<file path="src/rtl/pe_pkg.sv">
// Shared widths, FSM encoding and bound-level codes for the PE feeder and its controller.
package pe_pkg;

   localparam int CELL_BIT = 8;
   localparam int N_CELL   = 9;
   localparam int BIAS_W   = 16;
   localparam int OUT_W    = 8;
   localparam int CHUNK_W  = CELL_BIT * N_CELL;

   typedef enum logic [1:0] {
      ST_IDLE = 2'd0,
      ST_FEED = 2'd1,
      ST_WAIT = 2'd2,
      ST_RESP = 2'd3
   } state_t;

   localparam logic [2:0] BOUND_0 = 3'd0;
   localparam logic [2:0] BOUND_1 = 3'd1;
   localparam logic [2:0] BOUND_2 = 3'd2;
   localparam logic [2:0] BOUND_3 = 3'd3;
   localparam logic [2:0] BOUND_4 = 3'd4;
   localparam logic [2:0] BOUND_5 = 3'd5;

endpackage

</file>
<file path="src/rtl/pe_feeder_ctrl.sv">
// Job sequencing FSM for the PE feeder: chunk step counter and PE response timeout.
//
//   state   | meaning
//   --------+-----------------------------------------------------------
//   IDLE    | ready for a job descriptor
//   FEED    | accepting chunks until the one numbered step is taken
//   WAIT    | waiting for PE out_en; down-counter aborts after TIMEOUT
//   RESP    | result presented until res_ready
module pe_feeder_ctrl
   import pe_pkg::*;
#(
   parameter int TIMEOUT = 8
) (
   input  logic       clk,
   input  logic       reset,
   input  logic       job_valid,
   input  logic       chunk_valid,
   input  logic       pe_out_en,
   input  logic       res_ready,
   input  logic [2:0] step,
   output logic       job_ready,
   output logic       chunk_ready,
   output logic       res_valid,
   output logic       job_take,
   output logic       chunk_take,
   output logic       first_chunk,
   output logic       res_capture,
   output logic       res_timeout,
   output logic       spurious_hit
);

   localparam int WAIT_W = $clog2(TIMEOUT + 1);

   state_t            state;
   state_t            state_nxt;
   logic [2:0]        step_cnt;
   logic [WAIT_W-1:0] wait_cnt;
   logic              last_chunk;
   logic              wait_done;

   assign last_chunk = (step_cnt == step);
   assign wait_done  = (wait_cnt == '0);

   always_ff @(posedge clk) begin
      if (!reset) state <= ST_IDLE;
      else        state <= state_nxt;
   end

   always_comb begin
      state_nxt = state;
      case (state)
         ST_IDLE: if (job_valid)                    state_nxt = ST_FEED;
         ST_FEED: if (chunk_valid && last_chunk)    state_nxt = ST_WAIT;
         ST_WAIT: if (pe_out_en || wait_done)       state_nxt = ST_RESP;
         ST_RESP: if (res_ready)                    state_nxt = ST_IDLE;
         default:                                   state_nxt = ST_IDLE;
      endcase
   end

   always_comb begin
      job_ready    = (state == ST_IDLE);
      chunk_ready  = (state == ST_FEED);
      res_valid    = (state == ST_RESP);
      job_take     = job_valid && job_ready;
      chunk_take   = chunk_valid && chunk_ready;
      first_chunk  = (step_cnt == 3'd0);
      res_capture  = (state == ST_WAIT) && pe_out_en;
      res_timeout  = (state == ST_WAIT) && !pe_out_en && wait_done;
      spurious_hit = (state != ST_WAIT) && pe_out_en;
   end

   // Timeout counter is loaded on the last accept so WAIT lasts exactly TIMEOUT cycles.
   always_ff @(posedge clk) begin
      if (!reset) begin
         step_cnt <= 3'd0;
         wait_cnt <= '0;
      end else begin
         if (job_take)
            step_cnt <= 3'd0;
         else if (chunk_take)
            step_cnt <= last_chunk ? 3'd0 : step_cnt + 3'd1;

         if (chunk_take && last_chunk)
            wait_cnt <= WAIT_W'(TIMEOUT - 1);
         else if (state == ST_WAIT && !wait_done)
            wait_cnt <= wait_cnt - WAIT_W'(1);
      end
   end

endmodule

</file>
<file path="src/rtl/pe_feeder.sv">
// Job-level initiator for one 9-cell PE: streams step+1 chunks, collects the
// PE result (or a timeout) and returns it on a valid/ready channel.
module pe_feeder
   import pe_pkg::*;
#(
   parameter int TIMEOUT = 8
) (
   input  logic                clk,
   input  logic                reset,
   input  logic                job_valid,
   output logic                job_ready,
   input  logic [2:0]          job_step,
   input  logic [2:0]          job_bound,
   input  logic [BIAS_W-1:0]   job_bias,
   input  logic                chunk_valid,
   output logic                chunk_ready,
   input  logic [CHUNK_W-1:0]  chunk_in,
   input  logic [CHUNK_W-1:0]  chunk_w,
   output logic [CHUNK_W-1:0]  pe_in,
   output logic [CHUNK_W-1:0]  pe_weight,
   output logic [BIAS_W-1:0]   pe_bias,
   output logic [2:0]          pe_step,
   output logic [2:0]          pe_bound_level,
   output logic                pe_en,
   input  logic [OUT_W-1:0]    pe_out,
   input  logic                pe_out_en,
   output logic                res_valid,
   input  logic                res_ready,
   output logic [OUT_W-1:0]    res_data,
   output logic                res_err,
   output logic                err_spurious
);

   logic              job_take;
   logic              chunk_take;
   logic              first_chunk;
   logic              res_capture;
   logic              res_timeout;
   logic              spurious_hit;
   logic [BIAS_W-1:0] bias_q;

   pe_feeder_ctrl #(.TIMEOUT(TIMEOUT)) u_ctrl (
      .clk          (clk),
      .reset        (reset),
      .job_valid    (job_valid),
      .chunk_valid  (chunk_valid),
      .pe_out_en    (pe_out_en),
      .res_ready    (res_ready),
      .step         (pe_step),
      .job_ready    (job_ready),
      .chunk_ready  (chunk_ready),
      .res_valid    (res_valid),
      .job_take     (job_take),
      .chunk_take   (chunk_take),
      .first_chunk  (first_chunk),
      .res_capture  (res_capture),
      .res_timeout  (res_timeout),
      .spurious_hit (spurious_hit)
   );

   // Chunk data holds across gaps; only pe_en marks a valid PE cycle.
   always_ff @(posedge clk) begin
      if (!reset) begin
         pe_in          <= '0;
         pe_weight      <= '0;
         pe_bias        <= '0;
         pe_step        <= 3'd0;
         pe_bound_level <= 3'd0;
         pe_en          <= 1'b0;
         bias_q         <= '0;
         res_data       <= '0;
         res_err        <= 1'b0;
         err_spurious   <= 1'b0;
      end else begin
         pe_en <= chunk_take;

         if (job_take) begin
            pe_step        <= job_step;
            pe_bound_level <= job_bound;
            bias_q         <= job_bias;
         end

         if (chunk_take) begin
            pe_in     <= chunk_in;
            pe_weight <= chunk_w;
            pe_bias   <= first_chunk ? bias_q : '0;
         end

         if (res_capture) begin
            res_data <= pe_out;
            res_err  <= 1'b0;
         end else if (res_timeout) begin
            res_data <= '0;
            res_err  <= 1'b1;
         end

         if (spurious_hit)
            err_spurious <= 1'b1;
      end
   end

endmodule

</file>
<file path="config.mk">
export PLATFORM = sky130hd
export DESIGN_NAME = pe_feeder
export DESIGN_NICKNAME = d
export VERILOG_FILES = /design/src/rtl/pe_pkg.sv /design/src/rtl/pe_feeder_ctrl.sv /design/src/rtl/pe_feeder.sv
export SDC_FILE = /design/constraint.sdc
export NUM_CORES = 1
export LEC_CHECK = 0
export ABC_AREA = 1
export CORE_MARGIN = 5
export CORE_UTILIZATION = 41
export DETAILED_ROUTE_END_ITERATION = 10
export PLACE_DENSITY_LB_ADDON = 0.08
export SYNTH_ARGS = -nofsm -noshare
export SYNTH_HDL_FRONTEND = slang
export SYNTH_SLANG_ARGS = --single-unit
</file>
<file path="constraint.sdc">
create_clock -name clk -period 1.7 [get_ports clk]
set_input_delay 0.51 -clock clk [delete_from_list [all_inputs] [get_ports clk]]
set_output_delay 0.51 -clock clk [all_outputs]
set_load 0.02 [all_outputs]
</file>
-- Word level (Yosys, flattened, before mapping)
Index checks and enable logic that the tools add are counted.
W data, S select, Z words.
- register bits after elaboration: 202
- bits in latches: 0
- memory bits (writable): 0
- bits in read-only memories: 0
- bits of input ports: 180
- output and inout bits: 180
- word-level logic and storage cells: 58
- memories: 0
- add/sub/neg operators: 2
- multipliers: 0
- divide/modulo/power cells: 0
- $lt $le $gt $ge: 0
- equality and inequality tests: 9
- shifts and indexed selects: 0
- mux-type cells: 11
- bitwise logic cells: 1
- reduce and logical (&&, ||, !) cells: 21
- operators by type and width (cell ; count):
    $mux W16 ; 1
    $mux W8 ; 2
    $logic_and A1 B1 Y1 ; 9
    $mux W3 ; 3
    $mux W2 ; 4
    $pmux W2 S4 ; 1
    $ne A2 B1 Y1 const B ; 3
    $reduce_or A2 Y1 ; 3
    $eq A2 B2 Y1 const B ; 2
    $logic_not A4 Y1 ; 1
    $ne A2 B2 Y1 const B ; 2
    $reduce_and A4 Y1 ; 1
    $reduce_bool A2 Y1 ; 2
    $sub A4 B1 Y4 const B ; 1
    $add A3 B1 Y3 const B ; 1
    $eq A3 B3 Y1 ; 1
    $logic_not A3 Y1 ; 1
    $eq A2 B1 Y1 const B ; 1
    $logic_not A1 Y1 ; 2
    $logic_not A2 Y1 ; 1
    $logic_or A1 B1 Y1 ; 1
    $not A1 Y1 ; 1

-- Depth between registers and ports, before layout
Gate-level depths: netlist of the first run.
- depth in word-level cells: 5
- mapped depth: 9
- gate-level depth less buffers: 9

-- Cells and area by module
Synthesis of the first run repeated with hierarchy kept, for this count alone.
- cells, all modules: 929
- area total of the unflattened synthesis: 7288.2 µm²
- modules (own cells, without submodules) (module ; times used ; cells each ; area an instance (µm²) ; sequential area each (µm²)):
    pe_feeder ; 1 ; 834 ; 6628.9 ; 3863.7
    pe_feeder_ctrl ; 1 ; 95 ; 659.4 ; 180.2

-- Least setup slack after synthesis of the first run
OpenSTA, ideal clock, no wires.
- path type: flip-flop to flip-flop
- start point: reg u_ctrl.state[1]
- end point: reg pe_in[0]
- data arrival time: 1.368 ns
- required time: 1.584 ns
- slack: 0.216 ns
- stages on the path, launching flop included: 9
- clock period less this slack: 1.484 ns
- cell sequence: dfxtp_1 > inv_1 > ha_1 > nand2_1 > clkinv_2 > buf_6 > buf_4 > nor2_1 > nor2_1
- longest elaborated chain between the ends: 2
- ends and longest elaborated chain (element ; RTL line ; text):
    start, declared ; pe_feeder_ctrl.sv:34 ; state_t state;
    start signal, assigned ; pe_feeder_ctrl.sv:46 ; else state <= state_nxt;
    $eq A2 B1 Y1 ; pe_feeder_ctrl.sv:62 ; chunk_ready = (state == ST_FEED);
    via chunk_ready ; pe_feeder.sv:16 ; output logic chunk_ready,
    $logic_and A1 B1 Y1 ; pe_feeder_ctrl.sv:65 ; chunk_take = chunk_valid && chunk_ready;
    end signal, assigned ; pe_feeder.sv:84 ; pe_in <= chunk_in;
    end, declared ; pe_feeder.sv:19 ; output logic [CHUNK_W-1:0] pe_in,
The timed path passes the listed nets, and every way through them passes these cells.
A chain may end at the register's enable or synchronous reset.

-- Final worst setup path of the first run
- start point: reg u_ctrl.state[0]
- end point: out job_ready
- longest elaborated chain between the ends: 1
- ends and longest elaborated chain (element ; RTL line ; text):
    $logic_not A2 Y1 ; pe_feeder_ctrl.sv:61 ; job_ready = (state == ST_IDLE);
    end, declared ; pe_feeder.sv:11 ; output logic job_ready,
No other way between the ends.

==> results.tsv, run 1 <==
metric	value	unit
status	finished with violations	
violations	setup timing	
cts_buffer_depth	3	
fmax	578	MHz
cts_tree	yes	
slew_viol_final	0	
hp-class	in2reg	
fin_crit_sh	102	%
die_y	144	um
grt_pass1_wl	35600	um
path_cells	inv_4, ha_4, buf_6	
yosysUniqueCellTypes	27	
cts_buffers	22	
critPathArrivalTime	1.22	ns
final.setup_skew	0.0122	ns
ys_ff_latch	202	
synth_seq_area_share	54.8	%
num_rows	49	
final_hold_viol_count	0	
setup_ws	-0.0309	ns
place.port_buffers	359	
overflow	0	
syn-cell-area	0.00737	sq mm
grt_max_degree	76	
cts-root-buf	clkbuf_16	
dr.pass1.iters	4	
htreeDepth	1	
clk-insertion-delay-late	0.49	ns
setup.worst_path.class	reg2out	
tightest_slew	0.320	ns
power.total	16900	uW
worstPathRequired	1.19	ns
syn_inst	936	
die_w	144	um
antenna_left	0	
endpoint_kind	primary output	
power_density	1430	mW/mm^2
rsz0062_at_grt	true	
cts.sinks	202	
crit_buf_inv	2	
start_util	41.3	%
area_delta_synth_final	60.0	%
drt_iter0_drc	353	
tns	-0.0557	ns
vias	7160	
cts.clk_slew.worst_paths	0.06	ns
maxCapViolCount	0	
setup_violations	2	
period_needed	1.73	ns
p_leak	0.00499	uW
antenna_found_initial	0	
grt_use_total	21.3	%
hpwlAfterDp	17200	um
ys_warn_count	0	
grt_pass1_vias	6633	
cp_max_fo	4	
ios	360	
drc_errors	0	
core-area	0.0178	sq mm
wl_per_cell	15.3	um
layout-drive-gt1-share	10.8	%
cpLargestDelayFamily	flip-flops	
gp_congestion	0.782	
ir_worst_vdd	804	uV
final_nets	1489	
startpoint_type	flip-flop	
slew_headroom	78.7	%
routed_wl	23600	um
vias_per_cell	4.65	
slowest_delay	0.40	ns
synth_area_per_cell	7.88	sq um
crit_slowest_cell	dfxtp_4	
syn-num-nets	1124	
dieArea	0.0208	sq mm
synth_stat cells:
master	number	area (sq um)
a21oi_1	33	165
a31oi_1	2	12.5
buf_1	1	3.75
buf_2	20	100
buf_4	7	52.6
buf_6	13	146
clkbuf_1	7	26.3
clkbuf_2	12	60.1
clkinv_1	1	3.75
clkinv_2	1	5.00
dfxtp_1	202	4040
ha_1	8	100
inv_1	53	199
nand2_1	64	240
nand2_2	1	6.26
nand3_1	13	65.1
nand3b_4	1	20.0
nand4_1	2	12.5
nor2_1	306	1150
nor3_1	1	5.00
nor3_2	1	10.0
o2111ai_1	1	8.76
o21ai_0	160	801
o21ai_1	23	115
o22ai_1	1	6.26
xnor2_1	1	8.76
xor2_1	1	8.76
final timing paths:
kind                    from  cells after the start  slack, ns              end
max          u_ctrl.state[0]                      3      -0.03        job_ready
min                    reset                      3       0.36      pe_bias[14]
max reg2reg  u_ctrl.state[0]                      9       0.18  u_ctrl.state[1]
min reg2reg       bias_q[13]                      2       0.45       bias_q[13]
kinds of logic (layout without fill, tap and decap cells):
family,Yosys count,count (layout),share of synthesized area [%]
compound gates,220,220,15.0
xor+xnor,2,2,0.238
fa+ha+maj,8,8,1.36
buf+inv,115,489,8.09
flops,202,202,54.8
other cells,0,1,0
simple gates,389,389,20.4
cell type report:
| cell class | instances | area [sq um] |
|---|---|---|
| clock inverters | 2 | 10.0 |
| flip-flops and latches | 202 | 4050 |
| diodes | 1 | 2.50 |
| multi-input cells | 619 | 2780 |
| fillers | 1624 | 6040 |
| repair buffers | 401 | 3830 |
| clock buffers | 31 | 626 |
| well taps | 229 | 287 |
| inverters | 55 | 216 |
per-layer routing:
layer / share of wire, % / track usage, %
met5: 0 / 0
met1: 40 / 27.0
met3: 9.7 / 5.65
met2: 47 / 35.3
met4: 3.1 / 7.43
metrics by stage:
| step | worst slack [ns] | hold WS, ns | instance area [sq um] | util [%] | cells |
|---|---|---|---|---|---|
| finish | -0.0309 | 0.357 | 11800 | 66.1 | 1540 |
| global route | -0.0751 | 0.350 | 11800 | 66.1 | 1539 |
| CTS | -0.0634 | 0.339 | 11900 | 66.7 | 1539 |
| detailed placement | -0.164 | 0.440 | 11400 | 63.7 | 1506 |
| global placement | -0.137 | 0.435 | 11400 | 63.7 | 1506 |
| floorplan | 0.216 | 0.424 | 7370 | - | 936 |
worst reg2reg max path, stage by stage, from the launching register on:
cell	delay (ns)
dfxtp_4	0.40
inv_4	0.05
buf_4	0.13
ha_1	0.20
inv_1	0.08
nor2_1	0.06
a21oi_1	0.28
nand3_1	0.12
nand2_1	0.07
nor2_1	0.04
placed cells by master, fill, tap and decap left out, types with 13 or more instances in the layout:
cell type | netlist | final
clkdlybuf4s15_1 | 0 | 89
clkbuf_16 | 0 | 23
o21ai_0 | 160 | 159
buf_4 | 7 | 28
nor2_1 | 306 | 306
buf_12 | 0 | 14
o21ai_1 | 23 | 24
clkdlybuf4s50_1 | 0 | 178
clkbuf_2 | 12 | 46
nand3_1 | 13 | 13
dlygate4sd2_1 | 0 | 31
inv_1 | 53 | 51
a21oi_1 | 33 | 33
nand2_1 | 64 | 63
dfxtp_1 | 202 | 200
sequential cells by signal, summed over array words and instances, names as in the netlist:
signal	flops
bias_q	16
err_spurious	1
pe_bias	16
pe_bound_level	3
pe_en	1
pe_in	72
pe_step	3
pe_weight	72
res_data	8
res_err	1
u_ctrl.state	2
u_ctrl.step_cnt	3
u_ctrl.wait_cnt	4
report_power, final:
part	internal, uW	total, uW	switching, uW
logic	2660	6230	3570
registers	5850	6390	541
clock network	2530	4290	1760
total	11000	16900	5880
timing repair:
action | 4_1_cts | 5_1_grt
resized for setup | 281 | 135
setup buffers | 0 | 0
pin swaps | 1 | 1
setup endpoints to repair | 180 | 129
hold buffers | 0 | 0
(Power assumes the default switching activity.)
==> run 2: changes to the inputs <==
CORE_UTILIZATION = 44   (was 41)
SKIP_LAST_GASP = 1   (was unset)
clock period = 2.05 ns   (was 1.7 ns; I/O delays follow)
==> results.tsv, run 2 (same netlist as run 1, synthesis figures left out) <==
metric	value	unit	change
grt_pass1_vias	6625		was 6633
vias	7134		was 7160
power_switching	4840	uW	was 5880 uW
dieArea	0.0194	sq mm	was 0.0208 sq mm
hpwlAfterDp	17000	um	was 17200 um
maxCapViolCount	0		unchanged
cts_buffer_depth	3		unchanged
drt_iter0_drc	447		was 353
dr.pass1.iters	4		unchanged
post_cts_buffers	0		unchanged
final.setup_skew	0.00896	ns	was 0.0122 ns
core-area	0.0165	sq mm	was 0.0178 sq mm
grt_max_degree	97		was 76
worstPathRequired	1.43	ns	was 1.19 ns
cpLargestDelayFamily	buffers and inverters		was flip-flops
wl_per_cell	15.8	um	was 15.3 um
p_int	9210	uW	was 11000 uW
fin_crit_sh	98.3	%	
routed_wl	23800	um	was 23600 um
period_needed	2.02	ns	
rsz0062_at_grt	false		was true
num_rows	47		was 49
p_leak	0.00544	uW	was 0.00499 uW
critPathArrivalTime	1.40	ns	was 1.22 ns
drc_errors	0		unchanged
die_y	139	um	was 144 um
place.port_buffers	359		unchanged
path_cells	clkdlybuf4s50_1		was inv_4, ha_4, buf_6
grt_pass1_wl	36500	um	was 35600 um
final_hold_viol_count	0		unchanged
start_util	44.6	%	was 41.3%
mostFrequentLayoutCell	nor2_1		unchanged
ios	360		unchanged
clkPwrFrac	28.7	%	was 25.4%
gp_congestion	0.781		was 0.782
cts-root-buf	clkbuf_16		unchanged
power_frac_comb	34.0	%	was 36.8%
fmax	496	MHz	
final_cell_mix	nor2_1, dfxtp_1, clkdlybuf4s50_1		unchanged
ir_worst_vdd	760	uV	was 804 uV
htreeDepth	1		unchanged
cts_tree	yes		unchanged
tightest_slew	0.380	ns	was 0.320 ns
vias_per_cell	4.73		was 4.65
area_delta_synth_final	57.4	%	was 60.0%
antenna_left	0		unchanged
endpoint_kind	primary output		unchanged
antenna_cells	0		was 1
overflow	0		unchanged
hp-class	reg2reg		was in2reg
power_density	1210	mW/mm^2	was 1430 mW/mm^2
slew_headroom	74.7	%	was 78.7%
reg_top3	pe_in (72), pe_weight (72)		unchanged
layout-drive-gt1-share	4.66	%	was 10.8%
seqPwrFrac	37.3	%	was 37.8%
antenna_found_initial	0		unchanged
cts_buffers	22		unchanged
place_inst	1470		was 1506
p_sw_share	34.5	%	was 34.7%
startpoint_type	flip-flop		unchanged
crit_slowest_cell	clkdlybuf4s50_1		was dfxtp_4
grt_use_total	23.0	%	was 21.3%
cts.sinks	202		unchanged
holdWs	0.445	ns	was 0.357 ns
die_w	139	um	was 144 um
instances_no_fill	1507		was 1540
slew_viol_final	0		unchanged
slowest_delay	0.60	ns	was 0.40 ns
holdBufCountCts	0		unchanged
setup.worst_path.class	reg2out		unchanged
status	completed		was finished with violations
final_nets	1462		was 1489
crit_buf_inv	1		was 2
cts.clk_slew.worst_paths	0.06	ns	about the same
clk-insertion-delay-late	0.49	ns	about the same
setup_violations	0		was 2
cp_max_fo	1		was 4
run 2: cell types whose count changed in the layout (fill, tap and decap cells not counted), sizes merged, moves of 2 or more:
cell / before / now
clkbuf: 77 / 32
buf: 47 / 17
dlygate4sd2: 31 / 170
bufinv: 0 / 2
clkdlybuf4s15: 99 / 0
dlymetal6s2s: 0 / 7
run 2: routing by layer:
metal,global-route usage [%],vias to the layer above,wire length [um]
met4,7.26,0,733
met5,0,-,0
met3,7.14,49,2230
li1,-,3648,-
met2,39.3,244,11400
met1,27.6,3193,9410
run 2: final cells by class:
type	instances	area (sq um)
clock inverter	6	82.6
sequential	202	4050
fill	1469	4920
clock buffer	31	666
inverter	55	209
tap	220	275
timing repair buffer	374	3590
multi-input combinational	619	2740
run 2: metrics by stage:
stage,total power (uW),instance area (sq um),utilization (%),setup slack (ns),setup TNS (ns)
finish,14100,11600,70.2,0.0339,0
global route,14900,11600,70.2,0.00393,0
CTS,14200,11600,70.2,-0.167,-0.167
detailed placement,10700,11100,66.9,-0.0115,-0.0115
global placement,10600,11100,66.9,0.0481,0
floorplan,8260,7370,-,0.566,0
run 2: worst register-to-register path, cell delays in order (launching register included):
cell and delay, ns:
dfxtp_2 0.33, inv_1 0.11, ha_1 0.19, buf_4 0.13, nand2_4 0.09, inv_4 0.16
nand3b_4 0.21, o21ai_0 0.25, nand2_1 0.07, inv_1 0.05
run 2: power groups by stage:
| stage | registers (uW) | clock network, uW | logic [uW] |
|---|---|---|---|
| CTS | 5250 | 4120 | 4850 |
| global route | 5360 | 4310 | 5210 |
| finish | 5250 | 4030 | 4780 |
| global placement | 5320 | 0 | 5250 |
| floorplan | 6280 | 0 | 1980 |
| detailed placement | 5350 | 0 | 5330 |
run 2: timing repair:
item / CTS / global route
cloned: 0 / 0
resized for setup: 175 / 11
setup endpoints to repair: 172 / 10
pin swaps: 0 / 0
run 2: final timing paths:
kind                                 startpoint  slack, ns  cells after the start         end
worst max-delay path                      pe_en       0.03                      1       pe_en
worst min-delay path                  bias_q[1]       0.44                      2   bias_q[1]
worst max register to register  u_ctrl.state[1]       0.40                      9  pe_bias[0]
worst min register to register        bias_q[1]       0.44                      2   bias_q[1]
